===== src/rtl/led_matrix_driver_pkg.sv =====
// Shared types and constants for the HUB75 LED matrix driver.
package led_matrix_driver_pkg;

    typedef enum logic [1:0] {
        ST_SHIFT,
        ST_BLANK,
        ST_LATCH
    } state_e;

    localparam int unsigned ROWS_HALF = 16;
    localparam int unsigned ADDR_W    = 4;

    // Ticks per half shift-clock period, never below one system cycle.
    function automatic int unsigned calc_div(input int unsigned base_freq,
                                             input int unsigned target_freq);
        int unsigned d;
        if (target_freq == 0) begin
            return 1;
        end
        d = base_freq / (2 * target_freq);
        return (d < 1) ? 1 : d;
    endfunction

endpackage


===== src/rtl/led_matrix_driver_tick_gen.sv =====
// Tick enable: one pulse every DIV cycles, first pulse right after reset release.
module led_tick_gen #(
    parameter int unsigned DIV = 1
) (
    input  logic CLK_I,
    input  logic RSTN_I,
    output logic tick
);

    localparam int unsigned CW = (DIV > 1) ? $clog2(DIV) : 1;

    logic [CW-1:0] cnt_q, cnt_d;

    always_comb begin
        tick = (cnt_q == '0);
        if (cnt_q == CW'(DIV - 1)) begin
            cnt_d = '0;
        end else begin
            cnt_d = cnt_q + CW'(1);
        end
    end

    always_ff @(posedge CLK_I) begin
        if (!RSTN_I) begin
            cnt_q <= '0;
        end else begin
            cnt_q <= cnt_d;
        end
    end

endmodule


===== src/rtl/led_matrix_driver.sv =====
// HUB75 driver for a 32x32 1/16-scan panel with an internal animated test pattern.
module led_matrix_driver
    import led_matrix_driver_pkg::*;
#(
    parameter int unsigned BASE_FREQ   = 12000000,
    parameter int unsigned TARGET_FREQ = 6000000,
    parameter int unsigned COLS        = 32,
    parameter int unsigned FRAME_DIV   = 16
) (
    input  logic CLK_I,
    input  logic RSTN_I,
    output logic R0, G0, B0,
    output logic R1, G1, B1,
    output logic RA, RB, RC, RD,
    output logic CLK_O,
    output logic LATCH,
    output logic OE,
    output logic LED1, LED2, LED3, LED4, LED5, LED6, LED7, LED8
);

    localparam int unsigned DIV   = calc_div(BASE_FREQ, TARGET_FREQ);
    localparam int unsigned COL_W = (COLS > 1) ? $clog2(COLS) : 1;
    localparam int unsigned FRM_W = (FRAME_DIV > 1) ? $clog2(FRAME_DIV) : 1;

    logic tick;

    led_tick_gen #(.DIV(DIV)) u_tick (
        .CLK_I  (CLK_I),
        .RSTN_I (RSTN_I),
        .tick   (tick)
    );

    state_e            state_q, state_d;
    logic [COL_W-1:0]  col_q, col_d;
    logic              phase_q, phase_d;
    logic [ADDR_W-1:0] row_q, row_d;
    logic [FRM_W-1:0]  frame_q, frame_d;
    logic [7:0]        step_q, step_d;
    logic [2:0]        rgb0_q, rgb0_d;
    logic [2:0]        rgb1_q, rgb1_d;
    logic [ADDR_W-1:0] addr_q, addr_d;
    logic              clk_o_q, clk_o_d;
    logic              latch_q, latch_d;
    logic              oe_q, oe_d;
    logic [2:0]        pat;

    always_comb begin
        state_d = state_q;
        col_d   = col_q;
        phase_d = phase_q;
        row_d   = row_q;
        frame_d = frame_q;
        step_d  = step_q;
        rgb0_d  = rgb0_q;
        rgb1_d  = rgb1_q;
        addr_d  = addr_q;
        clk_o_d = clk_o_q;
        latch_d = latch_q;
        oe_d    = oe_q;
        pat     = 3'(col_q) + row_q[2:0] + step_q[2:0];

        if (tick) begin
            case (state_q)
                ST_SHIFT: begin
                    oe_d    = 1'b0;
                    latch_d = 1'b0;
                    if (!phase_q) begin
                        clk_o_d = 1'b0;
                        rgb0_d  = pat;
                        rgb1_d  = ~pat;
                        phase_d = 1'b1;
                    end else begin
                        clk_o_d = 1'b1;
                        phase_d = 1'b0;
                        if (col_q == COL_W'(COLS - 1)) begin
                            col_d   = '0;
                            state_d = ST_BLANK;
                        end else begin
                            col_d = col_q + COL_W'(1);
                        end
                    end
                end
                ST_BLANK: begin
                    oe_d    = 1'b1;
                    clk_o_d = 1'b0;
                    rgb0_d  = '0;
                    rgb1_d  = '0;
                    addr_d  = row_q;
                    state_d = ST_LATCH;
                end
                ST_LATCH: begin
                    latch_d = 1'b1;
                    oe_d    = 1'b1;
                    clk_o_d = 1'b0;
                    rgb0_d  = '0;
                    rgb1_d  = '0;
                    row_d   = row_q + ADDR_W'(1);
                    state_d = ST_SHIFT;
                    // Animation step advances once FRAME_DIV full scans have completed.
                    if (row_q == ADDR_W'(ROWS_HALF - 1)) begin
                        if (frame_q == FRM_W'(FRAME_DIV - 1)) begin
                            frame_d = '0;
                            step_d  = step_q + 8'd1;
                        end else begin
                            frame_d = frame_q + FRM_W'(1);
                        end
                    end
                end
                default: state_d = ST_SHIFT;
            endcase
        end
    end

    always_ff @(posedge CLK_I) begin
        if (!RSTN_I) begin
            state_q <= ST_SHIFT;
            col_q   <= '0;
            phase_q <= 1'b0;
            row_q   <= '0;
            frame_q <= '0;
            step_q  <= '0;
            rgb0_q  <= '0;
            rgb1_q  <= '0;
            addr_q  <= '0;
            clk_o_q <= 1'b0;
            latch_q <= 1'b0;
            oe_q    <= 1'b1;
        end else begin
            state_q <= state_d;
            col_q   <= col_d;
            phase_q <= phase_d;
            row_q   <= row_d;
            frame_q <= frame_d;
            step_q  <= step_d;
            rgb0_q  <= rgb0_d;
            rgb1_q  <= rgb1_d;
            addr_q  <= addr_d;
            clk_o_q <= clk_o_d;
            latch_q <= latch_d;
            oe_q    <= oe_d;
        end
    end

    assign {B0, G0, R0} = rgb0_q;
    assign {B1, G1, R1} = rgb1_q;
    assign {RD, RC, RB, RA} = addr_q;
    assign CLK_O = clk_o_q;
    assign LATCH = latch_q;
    assign OE    = oe_q;
    assign {LED8, LED7, LED6, LED5, LED4, LED3, LED2, LED1} = step_q;

endmodule


===== config.mk =====
export PLATFORM = sky130hd
export DESIGN_NAME = led_matrix_driver
export DESIGN_NICKNAME = d
export VERILOG_FILES = /design/src/rtl/led_matrix_driver_pkg.sv /design/src/rtl/led_matrix_driver_tick_gen.sv /design/src/rtl/led_matrix_driver.sv
export SDC_FILE = /design/constraint.sdc
export NUM_CORES = 1
export LEC_CHECK = 0
export ABC_AREA = 1
export BUFFER_PORTS_ARGS = -buffer_cell sky130_fd_sc_hd__buf_2
export CORE_MARGIN = 2
export CORE_UTILIZATION = 61
export CTS_CLUSTER_DIAMETER = 120
export CTS_CLUSTER_SIZE = 10
export DETAILED_ROUTE_END_ITERATION = 8
export PLACE_DENSITY_LB_ADDON = 0.3
export SYNTH_ARGS = -nofsm -noshare
export SYNTH_HDL_FRONTEND = slang
export SYNTH_SLANG_ARGS = --single-unit

===== constraint.sdc =====
create_clock -name CLK_I -period 3.24 [get_ports CLK_I]
set_clock_uncertainty 0.2 [all_clocks]
set_input_delay 0.648 -clock CLK_I [delete_from_list [all_inputs] [get_ports CLK_I]]
set_output_delay 0.648 -clock CLK_I [all_outputs]
set_load 0.02 [all_outputs]

==> impl_results.rst, run 1 <==
.. list-table::
   :header-rows: 1

   * - Metric
     - Value
   * - Result of the run
     - finished clean
   * - Number of max-slew violations in the final report
     - 0
   * - Endpoints failing hold
     - 0
   * - Cts hold-fix bufs
     - 0
   * - Fillers
     - 255
   * - R2r startpoint
     - step_q[1]$_SDFFE_PN0P_
   * - Transition at the pin with the smallest max-transition slack
     - 0.683 ns
   * - Synthesized area
     - 1910 µm²
   * - Initial antenna violation count
     - 0
   * - Mapped Cells
     - 252
   * - Hold Crit Class
     - register to register
   * - Post-synth net total
     - 267
   * - Max FO, Critical Path
     - 5
   * - Critical path cell sequence
     - inv_1 > fa_1 > inv_1 > ha_1 > inv_1 > nand3_1 > nand2_1 > nand2_1 > nand3_1 > a21oi_1
   * - Cell with the biggest individual delay on the critical path
     - fa_1
   * - Relative slew slack
     - 54.4%
   * - Drt first-iter violations
     - 101
   * - Largest vdd supply drop
     - 0.280 mV
   * - Design Power
     - 0.796 mW
   * - Routed WL per cell
     - 11.7 µm
   * - Standard cell core area
     - 3000 µm²
   * - Fraction of the cycle the final worst path needs
     - 64.2%
   * - Number of placement rows
     - 20
   * - Antenna-violating nets left
     - 0
   * - Seq cells post-synth
     - 38
   * - Total length of routed wires
     - 3640 µm
   * - Setup_tns
     - 0 ns
   * - Setup repair after global routing missed its margin
     - no
   * - Share of the core filled with cells in the final layout
     - 70.2%
   * - Number of remaining DRC errors
     - 0
   * - Post-synthesis sequential area ratio
     - 39.9%
   * - Area of combinational cells with multiple inputs
     - 1000 µm²
   * - Leading register cell type out of synthesis
     - dfxtp_1
   * - P_leak
     - 0.974 nW
   * - 1st-pass router iterations
     - 4
   * - Reg clk slew, reported paths
     - 0.12 ns
   * - Gp weighted congestion
     - 0.815
   * - Maximum number of pins on one net before global-route repair
     - 22
   * - Sort of element at the end of the critical path
     - register
   * - Post-CTS sizing
     - 0
   * - Total CTS buffers
     - 5
   * - Maximum clock insertion buffer count
     - 2
   * - Power density over cell area
     - 378 nW/µm²
   * - Buf+Inv Stages, Crit Path
     - 3
   * - CP Launch Type
     - register
   * - Number of global-route vias before repair
     - 1,509
   * - Worst-Skew Late Latency
     - 0.35 ns
   * - Number of max-cap violations
     - 0
   * - Initial core utilization
     - 63.5%
   * - Final setup fails
     - 0
   * - Synth unique cells
     - 25
   * - Top cells by area, synth
     - dfxtp_1 40%, nand2_1 11%, a21oi_1 7.6%
   * - Crit path DAT
     - 2.08 ns
   * - Req. time, crit path
     - 3.24 ns
   * - TritonCTS clock tree
     - done
   * - Worst Setup Path Type
     - register to register
   * - Width of the die
     - 59.9 µm
   * - Start point of the critical path
     - step_q[1]$_SDFFE_PN0P_
   * - Hold path start
     - rgb1_q[0]$_SDFFE_PN0P_
   * - Tmin final
     - 2.08 ns
   * - Final net count
     - 293
   * - Number of H-tree levels
     - 2
   * - Sequential cell area in the final layout
     - 761 µm²
   * - CP most frequent cell
     - inv_1
   * - Global route total overflow
     - 0
   * - Area of the die
     - 3590 µm²
   * - I/O Buffers
     - 22
   * - Syn Area/Cell
     - 7.57 µm²
   * - Count of inserted antenna diode cells
     - 0
   * - Number of vias after detailed routing
     - 1,652
   * - Number of warning messages in the yosys log
     - 0
   * - Commonest cells after routing, fill and taps aside
     - 58 x nand2_1, 38 x dfxtp_1, 34 x inv_1
   * - Number of primary I/O pins
     - 23
   * - Largest incremental delay on the critical path
     - 0.55 ns
   * - Count of buffers added by post-CTS timing repair for setup
     - 0
   * - Die H
     - 59.9 µm
   * - Max frequency
     - 480 MHz
   * - Most common cell after layout, fill and taps aside
     - nand2_1
   * - GRT Resource Usage Total
     - 23.3%
   * - Final HPWL DP
     - 2620 µm
   * - Share of cells above drive strength 1
     - 14.0%
   * - Fraction of post-synthesis cell area in the top cell type by area
     - 39.9%
   * - Vias per cell
     - 5.29
   * - Clock Tree Root
     - clkbuf_4
   * - Area leader, netlist
     - dfxtp_1
   * - Sinks on Clock Net
     - 38
   * - First-pass GRT wire length
     - 6300 µm
   * - Family with the most delay on the worst path
     - adder cells
   * - Number of enable-type register cells in the synthesized netlist
     - 0
   * - Fraction of registers with async set/reset
     - 0%
   * - Synthesis-to-finish area growth
     - 10.5%
final cells by class:
cell class / instances / area share [%]
Multi-Input combinational cell: 176 / 47.6
Sequential cell: 38 / 36.1
Inverter: 35 / 6.24
Timing Repair Buffer: 22 / 5.23
Clock buffer: 7 / 2.61
Tap cell: 33 / 1.96
Clock inverter: 1 / 0.238
worst paths after layout:
check | end | slack, ns | cells past startpoint
setup / recovery | rgb1_q[2]$_SDFFE_PN0P_ | 1.16 | 10
hold / removal | rgb1_q[0]$_SDFFE_PN0P_ | 0.26 | 2
setup reg to reg | rgb1_q[2]$_SDFFE_PN0P_ | 1.16 | 10
hold reg to reg | rgb1_q[0]$_SDFFE_PN0P_ | 0.26 | 2
worst register-to-register path, delay by kind of cell (launching register included):
family | cells | cell delay (ns)
buffers and inverters | 3 | 0.19
AOI/OAI and AO/OA | 1 | 0.06
DFF | 1 | 0.41
and+or+nand+nor | 4 | 0.32
adders and majority gates | 2 | 0.75
registers in the layout, indices dropped and copies added (netlist names):
signal and count:
step_q 8, col_q 5, addr_q 4, frame_q 4
row_q 4, rgb0_q 3, rgb1_q 3, state_q 2
CLK_O 1, LATCH 1, OE 1, phase_q 1
u_tick.cnt_q 1
where the power goes:
group	total, mW	internal (mW)	switching [mW]
sequential	0.484	0.477	0.00704
clock	0.259	0.105	0.154
combinational	0.0529	0.0170	0.0359
cells in the mapped netlist (3+ instances only):
master	instances
dfxtp_1	38
nor2_1	17
xor2_1	4
ha_1	11
clkbuf_1	3
nand3_1	13
nand2_1	58
nor3_1	6
a21oi_1	29
inv_1	34
xnor2_1	3
o21ai_0	19
kinds of logic after synthesis:
logic type | after synthesis | share of synthesized area, %
adders and majority gates | 13 | 9.32
DFF | 38 | 39.9
buffers and inverters | 38 | 7.48
AOI/OAI and AO/OA | 49 | 13.7
other | 1 | 0.197
and+or+nand+nor | 106 | 26.2
xor gates and xnor gates | 7 | 3.22
metrics by stage:
stage          area (µm²)  hold slack (ns)  std cells  setup WS [ns]
6_report             2110            0.261        312           1.16
5_1_grt              2110            0.281        312           1.01
4_1_cts              2110            0.263        312           1.18
3_5_place_dp         2050            0.248        304           1.21
3_3_place_gp         2050            0.246        304           1.30
2_1_floorplan        1910            0.250        252           1.19
routing by layer:
metal / GRT usage (%) / vias up / routed length, µm
met1: 29.4 / 748 / 1740
li1: - / 864 / -
met5: 0 / - / 0
met3: 7.14 / 7 / 160
met4: 6.67 / 0 / 54
met2: 38.2 / 33 / 1690
No activity file was read; power rests on OpenSTA's default activity.
==> run 2, diff against run 1 <==
--- a/config.mk
+++ b/config.mk
@@ -5,10 +5,10 @@
 export SDC_FILE = /design/constraint.sdc
 export NUM_CORES = 1
 export LEC_CHECK = 0
-export ABC_AREA = 1
+export ABC_AREA = 0
 export BUFFER_PORTS_ARGS = -buffer_cell sky130_fd_sc_hd__buf_2
 export CORE_MARGIN = 2
-export CORE_UTILIZATION = 61
+export CORE_UTILIZATION = 56
 export CTS_CLUSTER_DIAMETER = 120
 export CTS_CLUSTER_SIZE = 10
 export DETAILED_ROUTE_END_ITERATION = 8
==> constraint.sdc (replaced) <==
create_clock -name CLK_I -period 2.1 [get_ports CLK_I]
set_clock_uncertainty 0.2 [all_clocks]
set_input_delay 0.42 -clock CLK_I [delete_from_list [all_inputs] [get_ports CLK_I]]
set_output_delay 0.42 -clock CLK_I [all_outputs]
set_load 0.02 [all_outputs]
==> impl_results.rst, run 2 <==
.. list-table::
   :header-rows: 1

   * - Metric
     - Value
   * - Result of the run
     - finished clean (unchanged)
   * - Tmin final
     - 2.02 ns (was 2.08 ns)
   * - Seq cells post-synth
     - 38 (unchanged)
   * - Fraction of post-synthesis cell area in the top cell type by area
     - 42.0% (was 39.9%)
   * - Total CTS buffers
     - 5 (unchanged)
   * - Worst-Skew Late Latency
     - 0.34 ns (was 0.35 ns)
   * - Antenna-violating nets left
     - 0 (unchanged)
   * - Post-synthesis sequential area ratio
     - 42.0% (was 39.9%)
   * - Final std cells w/o fill
     - 289 (was 312)
   * - 1st-pass router iterations
     - 4 (unchanged)
   * - Standard cell core area
     - 3050 µm² (was 3000 µm²)
   * - Count of inserted antenna diode cells
     - 0 (unchanged)
   * - P_leak
     - 0.959 nW (was 0.974 nW)
   * - Endpoints failing hold
     - 0 (unchanged)
   * - Number of remaining DRC errors
     - 0 (unchanged)
   * - Design Power
     - 1.48 mW (was 0.796 mW)
   * - Synthesized area
     - 1810 µm² (was 1910 µm²)
   * - Gate power share
     - 5.7% (was 6.6%)
   * - GRT Resource Usage Total
     - 22.3% (was 23.3%)
   * - Number of instances in the placed design
     - 280 (was 304)
   * - Maximum clock insertion buffer count
     - 2 (unchanged)
   * - Synth unique cells
     - 37 (was 25)
   * - Largest incremental delay on the critical path
     - 0.53 ns (was 0.55 ns)
   * - Clock Tree Root
     - clkbuf_4 (unchanged)
   * - Number of warning messages in the yosys log
     - 0 (unchanged)
   * - I/O Buffers
     - 22 (unchanged)
   * - Number of H-tree levels
     - 2 (unchanged)
   * - Vias per cell
     - 5.15 (was 5.29)
   * - Width of the die
     - 60.9 µm (was 59.9 µm)
   * - Hold Crit Class
     - primary input to register (was register to register)
   * - Number of placement rows
     - 20 (unchanged)
   * - First-pass GRT wire length
     - 6130 µm (was 6300 µm)
   * - Hold path start
     - RSTN_I (was rgb1_q[0]$_SDFFE_PN0P_)
   * - Setup slack at placement
     - 0.0372 ns (was 1.21 ns)
   * - Max frequency
     - 495 MHz (was 480 MHz)
   * - Fraction of registers with async set/reset
     - 0% (unchanged)
   * - Number of vias after detailed routing
     - 1,488 (was 1,652)
   * - Total length of routed wires
     - 3580 µm (was 3640 µm)
   * - Reg clk slew, reported paths
     - 0.12 ns (about the same)
   * - Worst Setup Path Type
     - register to register (unchanged)
   * - Top cells by area, synth
     - dfxtp_1 42%, ha_1 7.6%, nor2_1 5.2% (was dfxtp_1 40%, nand2_1 11%, a21oi_1 7.6%)
   * - Register name with the most flops
     - step_q (unchanged)
   * - Biggest regs
     - step_q (8), col_q (5) (unchanged)
   * - Cell with the most instances after synthesis
     - dfxtp_1 (was nand2_1)
   * - Cts hold-fix bufs
     - 0 (unchanged)
   * - Net switching share of the total power
     - 20.9% (was 24.7%)
   * - Post-synth net total
     - 218 (was 267)
   * - Clock share of power
     - 43.9% (was 32.6%)
   * - Initial antenna violation count
     - 0 (unchanged)
   * - Flop pwr share
     - 50.4% (was 60.8%)
   * - CP Launch Type
     - register (unchanged)
   * - Most common cell after layout, fill and taps aside
     - dfxtp_1 (was nand2_1)
   * - Number of max-cap violations
     - 0 (unchanged)
   * - Setup_tns
     - 0 ns (unchanged)
   * - Critical path cell sequence
     - inv_1 > fa_1 > inv_1 > ha_2 > xnor2_1 > xnor2_1 > buf_4 > a22oi_2 > nor2_1 (was inv_1 > fa_1 > inv_1 > ha_1 > inv_1 > nand3_1 > nand2_1 > nand2_1 > nand3_1 > a21oi_1)
   * - Start point of the critical path
     - col_q[1]$_SDFFE_PN0P_ (was step_q[1]$_SDFFE_PN0P_)
   * - Largest register FFs
     - 8 (unchanged)
   * - Share of cells above drive strength 1
     - 25.3% (was 14.0%)
   * - Area of the die
     - 3700 µm² (was 3590 µm²)
   * - Final net count
     - 259 (was 293)
   * - Commonest cells after routing, fill and taps aside
     - 35 x dfxtp_1, 25 x nor2_1, 22 x buf_2 (was 58 x nand2_1, 38 x dfxtp_1, 34 x inv_1)
   * - Cell with the biggest individual delay on the critical path
     - fa_1 (unchanged)
   * - Maximum number of pins on one net before global-route repair
     - 25 (was 22)
   * - Gp weighted congestion
     - 0.837 (was 0.815)
   * - Number of primary I/O pins
     - 23 (unchanged)
   * - Power density over cell area
     - 660 nW/µm² (was 378 nW/µm²)
   * - Final HPWL DP
     - 2660 µm (was 2620 µm)
   * - Worst Slack Setup Final
     - 0.0806 ns (was 1.16 ns)
   * - Crit path DAT
     - 2.06 ns (was 2.08 ns)
   * - Largest vdd supply drop
     - 0.395 mV (was 0.280 mV)
   * - R2r startpoint
     - col_q[1]$_SDFFE_PN0P_ (was step_q[1]$_SDFFE_PN0P_)
   * - Internal power
     - 1.17 mW (was 0.599 mW)
   * - Drt first-iter violations
     - 62 (was 101)
   * - Final setup fails
     - 0 (unchanged)
   * - Sinks on Clock Net
     - 38 (unchanged)
   * - Number of global-route vias before repair
     - 1,371 (was 1,509)
   * - Mapped Cells
     - 203 (was 252)
   * - Commonest cells in the synthesized netlist
     - 38 x dfxtp_1, 25 x nor2_1, 20 x nand2_1, 16 x a21oi_1, 14 x inv_1 (was 58 x nand2_1, 38 x dfxtp_1, 34 x inv_1, 29 x a21oi_1, 19 x o21ai_0)
   * - Req. time, crit path
     - 2.14 ns (was 3.24 ns)
   * - Routed WL per cell
     - 12.4 µm (was 11.7 µm)
   * - Syn Area/Cell
     - 8.92 µm² (was 7.57 µm²)
   * - Global route total overflow
     - 0 (unchanged)
   * - Max FO, Critical Path
     - 2 (was 5)
   * - Initial core utilization
     - 59.3% (was 63.5%)
   * - Sort of element at the end of the critical path
     - register (unchanged)
   * - Leading register cell type out of synthesis
     - dfxtp_1 (unchanged)
   * - TritonCTS clock tree
     - done (unchanged)
   * - Synthesis-to-finish area growth
     - 23.8% (was 10.5%)
   * - Die H
     - 60.9 µm (was 59.9 µm)
   * - Fraction of the cycle the final worst path needs
     - 96.2% (was 64.2%)
   * - Area leader, netlist
     - dfxtp_1 (unchanged)
   * - Number of max-slew violations in the final report
     - 0 (unchanged)
   * - Number of enable-type register cells in the synthesized netlist
     - 0 (unchanged)
   * - Switching component of the power
     - 0.309 mW (was 0.197 mW)
-- run 2: cell count changes in the layout (fill, tap and decap cells not counted), sizes merged, moves of 8 or more --
cell | previous run | this run
nand3 | 14 | 6
inv | 35 | 14
buf | 22 | 39
o21ai | 19 | 4
nand2 | 61 | 20
a21oi | 29 | 16
-- run 2: routing by layer --
metal | part of all wire, % | global-route usage (%) | vias up | wire, µm
met5 | 0 | 0 | - | 0
met4 | 0.53 | 7.45 | 0 | 19
met3 | 7.3 | 6.82 | 2 | 261
met2 | 45 | 34.1 | 51 | 1620
met1 | 47 | 30.3 | 660 | 1680
li1 | - | - | 775 | -
-- run 2: final cells by class --
cell class                      count  area, µm²
Clock buffer                        6       51.3
Clock inverter                      2       60.1
Fill cell                         248        811
Inverter                           14       52.6
Multi-Input combinational cell    146       1010
Sequential cell                    38        764
Tap cell                           44       55.1
Timing Repair Buffer               39        250
-- run 2: repair_timing --
action / in CTS / in global routing
endpoints found under the setup margin: 0 / 3
resized for setup: 0 / 9
setup buffers: 0 / 1
-- run 2: critical path: cells and delay by family (launching register included) --
kind                       cells  cell delay, ns
and+or+nand+nor                1            0.05
AOI/OAI and AO/OA              1            0.10
DFF                            1            0.34
buffers and inverters          3            0.23
adders and majority gates      2            0.70
xor gates and xnor gates       2            0.27
-- run 2: cell families (layout without fill, tap and decap cells) --
family	count (synthesis)	after routing	share of synthesized area, %
other	1	1	0.207
multiplexers	3	3	1.66
adder cells (fa/ha/maj)	13	13	9.81
buffers and inverters	19	61	3.94
XOR/XNOR	15	15	8.22
AO/OA/AOI/OAI	31	31	10.5
AND/OR/NAND/NOR	83	83	23.6
flip-flops	38	38	42.0
-- run 2: through the flow --
| stage | hold WS, ns | cell area [µm²] | utilization, % |
|---|---|---|---|
| 6_report | 0.101 | 2240 | 73.4 |
| 3_3_place_gp | 0.243 | 2090 | 68.5 |
| 2_1_floorplan | 0.241 | 1810 | - |
| 4_1_cts | 0.0864 | 2200 | 72.1 |
| 5_1_grt | 0.0861 | 2240 | 73.4 |
| 3_5_place_dp | 0.244 | 2090 | 68.5 |
-- run 2: worst paths after layout --
check                      endpoint  slack (ns)  cells past startpoint
min                 OE$_SDFFE_PN1P_        0.10                      2
max          rgb0_q[2]$_SDFFE_PN0P_        0.08                      9
max reg2reg  rgb0_q[2]$_SDFFE_PN0P_        0.08                      9
min reg2reg  addr_q[1]$_SDFFE_PN0P_        0.26                      2
-- run 2: power groups by stage --
stage | logic, mW | registers (mW) | clock network (mW)
final | 0.0845 | 0.746 | 0.649
after global routing | 0.0935 | 0.749 | 0.689
after CTS | 0.0843 | 0.746 | 0.662
after detailed placement | 0.0841 | 0.762 | 0
after global placement | 0.0825 | 0.762 | 0
after floorplan | 0.0503 | 0.768 | 0
==> run 3, diff against run 2 <==
--- a/config.mk
+++ b/config.mk
@@ -5,14 +5,15 @@
 export SDC_FILE = /design/constraint.sdc
 export NUM_CORES = 1
 export LEC_CHECK = 0
-export ABC_AREA = 0
+export ABC_AREA = 1
 export BUFFER_PORTS_ARGS = -buffer_cell sky130_fd_sc_hd__buf_2
 export CORE_MARGIN = 2
-export CORE_UTILIZATION = 56
+export CORE_UTILIZATION = 57
 export CTS_CLUSTER_DIAMETER = 120
 export CTS_CLUSTER_SIZE = 10
 export DETAILED_ROUTE_END_ITERATION = 8
 export PLACE_DENSITY_LB_ADDON = 0.3
+export RECOVER_POWER = 100
 export SYNTH_ARGS = -nofsm -noshare
 export SYNTH_HDL_FRONTEND = slang
 export SYNTH_SLANG_ARGS = --single-unit
==> impl_results.rst, run 3 (synthesized netlist as in run 1, its figures left out) <==
.. list-table::
   :header-rows: 1

   * - Metric
     - Value
   * - Number of placement rows
     - 21 (was 20)
   * - Critical path cell sequence
     - inv_1 > fa_1 > inv_1 > ha_1 > inv_1 > nand3_1 > nand2_1 > nand2_1 > nand3_1 > a21oi_1 (was inv_1 > fa_1 > inv_1 > ha_2 > xnor2_1 > xnor2_1 > buf_4 > a22oi_2 > nor2_1)
   * - Flop pwr share
     - 60.8% (was 50.4%)
   * - P_leak
     - 0.890 nW (was 0.959 nW)
   * - Width of the die
     - 61.8 µm (was 60.9 µm)
   * - Commonest cells after routing, fill and taps aside
     - 60 x nand2_1, 36 x dfxtp_1, 34 x inv_1 (was 35 x dfxtp_1, 25 x nor2_1, 22 x buf_2)
   * - Power density over cell area
     - 579 nW/µm² (was 660 nW/µm²)
   * - Area of the die
     - 3820 µm² (was 3700 µm²)
   * - Number of remaining DRC errors
     - 0 (unchanged)
   * - Die H
     - 61.8 µm (was 60.9 µm)
   * - Worst reg2reg setup slack
     - 0.19 ns (was 0.08 ns)
   * - Synthesis-to-finish area growth
     - 11.2% (was 23.8%)
   * - Internal power
     - 0.925 mW (was 1.17 mW)
   * - 1st-pass router iterations
     - 5 (was 4)
   * - Worst-Skew Late Latency
     - 0.35 ns (was 0.34 ns)
   * - Clock share of power
     - 32.4% (was 43.9%)
   * - Number of global-route vias before repair
     - 1,381 (was 1,371)
   * - Initial core utilization
     - 58.1% (was 59.3%)
   * - Cell with the biggest individual delay on the critical path
     - fa_1 (unchanged)
   * - Final setup fails
     - 0 (unchanged)
   * - Tmin final
     - 1.91 ns (was 2.02 ns)
   * - Final HPWL DP
     - 2760 µm (was 2660 µm)
   * - Sort of element at the end of the critical path
     - register (unchanged)
   * - Net switching share of the total power
     - 24.7% (was 20.9%)
   * - Antenna-violating nets left
     - 0 (unchanged)
   * - First-pass GRT wire length
     - 5830 µm (was 6130 µm)
   * - Result of the run
     - finished clean (unchanged)
   * - Total CTS buffers
     - 5 (unchanged)
   * - Vias per cell
     - 5.05 (was 5.15)
   * - I/O Buffers
     - 22 (unchanged)
   * - CP most frequent cell
     - inv_1
   * - Worst Setup Path Type
     - register to register (unchanged)
   * - Register name with the most flops
     - step_q (unchanged)
   * - Number of H-tree levels
     - 2 (unchanged)
   * - Clock Tree Root
     - clkbuf_4 (unchanged)
   * - Number of max-slew violations in the final report
     - 0 (unchanged)
   * - Switching component of the power
     - 0.303 mW (was 0.309 mW)
   * - Post-route cell area
     - 2120 µm² (was 2240 µm²)
   * - Setup repair after global routing missed its margin
     - no
   * - Routed WL per cell
     - 11.0 µm (was 12.4 µm)
   * - Setup slack at placement
     - 0.142 ns (was 0.0372 ns)
   * - Hold Crit Class
     - register to register (was primary input to register)
   * - Biggest regs
     - step_q (8), col_q (5) (unchanged)
   * - Fraction of the cycle the final worst path needs
     - 90.7% (was 96.2%)
   * - Crit path DAT
     - 1.96 ns (was 2.06 ns)
   * - Global route total overflow
     - 0 (unchanged)
   * - Req. time, crit path
     - 2.15 ns (was 2.14 ns)
   * - Max FO, Critical Path
     - 5 (was 2)
   * - Sequential cell area in the final layout
     - 763 µm² (was 764 µm²)
   * - Hold path start
     - LATCH$_SDFFE_PN0P_ (was RSTN_I)
   * - R2r startpoint
     - step_q[1]$_SDFFE_PN0P_ (was col_q[1]$_SDFFE_PN0P_)
   * - Total length of routed wires
     - 3620 µm (was 3580 µm)
   * - Largest incremental delay on the critical path
     - 0.53 ns (about the same)
   * - Gate power share
     - 6.8% (was 5.7%)
   * - Share of the core filled with cells in the final layout
     - 64.5% (was 73.4%)
   * - Maximum clock insertion buffer count
     - 2 (unchanged)
   * - Worst Slack Setup Final
     - 0.195 ns (was 0.0806 ns)
   * - Largest register FFs
     - 8 (unchanged)
   * - Largest vdd supply drop
     - 0.504 mV (was 0.395 mV)
   * - CP Launch Type
     - register (unchanged)
   * - Fillers
     - 326 (was 248)
   * - Number of instances in the placed design
     - 321 (was 280)
   * - Worst hold stages
     - 2 (unchanged)
   * - Initial antenna violation count
     - 0 (unchanged)
   * - Number of vias after detailed routing
     - 1,661 (was 1,488)
   * - Area of combinational cells with multiple inputs
     - 993 µm² (was 1010 µm²)
   * - Cell count of the worst reg-to-reg path
     - 10 (was 9)
   * - Cts hold-fix bufs
     - 0 (unchanged)
   * - Max frequency
     - 525 MHz (was 495 MHz)
   * - Number of primary I/O pins
     - 23 (unchanged)
   * - Endpoints failing hold
     - 0 (unchanged)
   * - Standard cell core area
     - 3280 µm² (was 3050 µm²)
   * - GRT Resource Usage Total
     - 20.8% (was 22.3%)
   * - Final net count
     - 297 (was 259)
   * - Number of max-cap violations
     - 0 (unchanged)
   * - TritonCTS clock tree
     - done (unchanged)
   * - Final std cells w/o fill
     - 329 (was 289)
   * - Hold Path End
     - LATCH$_SDFFE_PN0P_ (was OE$_SDFFE_PN1P_)
   * - Drt first-iter violations
     - 102 (was 62)
   * - Cell Area, Placed
     - 2090 µm² (about the same)
   * - Most common cell after layout, fill and taps aside
     - nand2_1 (was dfxtp_1)
   * - Design Power
     - 1.23 mW (was 1.48 mW)
   * - Reg clk slew, reported paths
     - 0.11 ns (was 0.12 ns)
   * - Count of inserted antenna diode cells
     - 0 (unchanged)
   * - Share of cells above drive strength 1
     - 7.77% (was 25.3%)
   * - Gp weighted congestion
     - 0.809 (was 0.837)
   * - Maximum number of pins on one net before global-route repair
     - 16 (was 25)
   * - Hold slack final
     - 0.267 ns (was 0.101 ns)
   * - Reg2Reg Capture Point
     - rgb1_q[2]$_SDFFE_PN0P_ (was rgb0_q[2]$_SDFFE_PN0P_)
   * - Sinks on Clock Net
     - 38 (unchanged)
   * - Setup_tns
     - 0 ns (unchanged)
## run 3: worst max path at each step
stage                     slack (ns)              startpoint                     end  cells after the start
final                           0.19  step_q[1]$_SDFFE_PN0P_  rgb1_q[2]$_SDFFE_PN0P_                     10
after global routing            0.02   row_q[1]$_SDFFE_PN0P_  rgb0_q[2]$_SDFFE_PN0P_                      9
after CTS                       0.13  step_q[1]$_SDFFE_PN0P_  rgb1_q[2]$_SDFFE_PN0P_                     10
after detailed placement        0.14  step_q[1]$_SDFFE_PN0P_  rgb1_q[2]$_SDFFE_PN0P_                     10
after global placement          0.19  step_q[1]$_SDFFE_PN0P_  rgb0_q[2]$_SDFFE_PN0P_                     10
after floorplan                 0.05  step_q[1]$_SDFFE_PN0P_  rgb0_q[2]$_SDFFE_PN0P_                     10
## run 3: power groups by stage
stage / clock (mW) / combinational [mW] / sequential (mW)
5_1_grt: 0.438 / 0.0973 / 0.750
4_1_cts: 0.413 / 0.0877 / 0.747
3_5_place_dp: 0 / 0.0875 / 0.764
3_3_place_gp: 0 / 0.0857 / 0.763
2_1_floorplan: 0 / 0.0489 / 0.773
6_report: 0.397 / 0.0836 / 0.747
## run 3: cell type report
type	count	share of cell area [%]
clock inverters	1	0.236
flip-flops and latches	38	36.0
repair buffers	26	5.37
inverters	35	6.20
clock buffers	7	2.60
well taps	46	2.72
multi-input cells	176	46.9
## run 3: per-layer routing
layer  GRT usage, %  vias to the layer above  wire [µm]
met4           9.12                        0         58
li1               -                      864          -
met3           5.80                        8        158
met1           26.2                      756       1670
met2           33.5                       33       1740
met5              0                        -          0
## run 3: repair_timing
action                     CTS  global route
setup endpoints to repair    0             1
resized for setup            0             2
hold endpoints to repair     0             0
buffers inserted             0             0
## run 3: critical path: cells and delay by family (launching register included)
family / cells / cell delay [ns]
adder cells (fa/ha/maj): 2 / 0.72
AND/OR/NAND/NOR: 4 / 0.31
AO/OA/AOI/OAI: 1 / 0.06
buffers and inverters: 3 / 0.15
flip-flops: 1 / 0.37
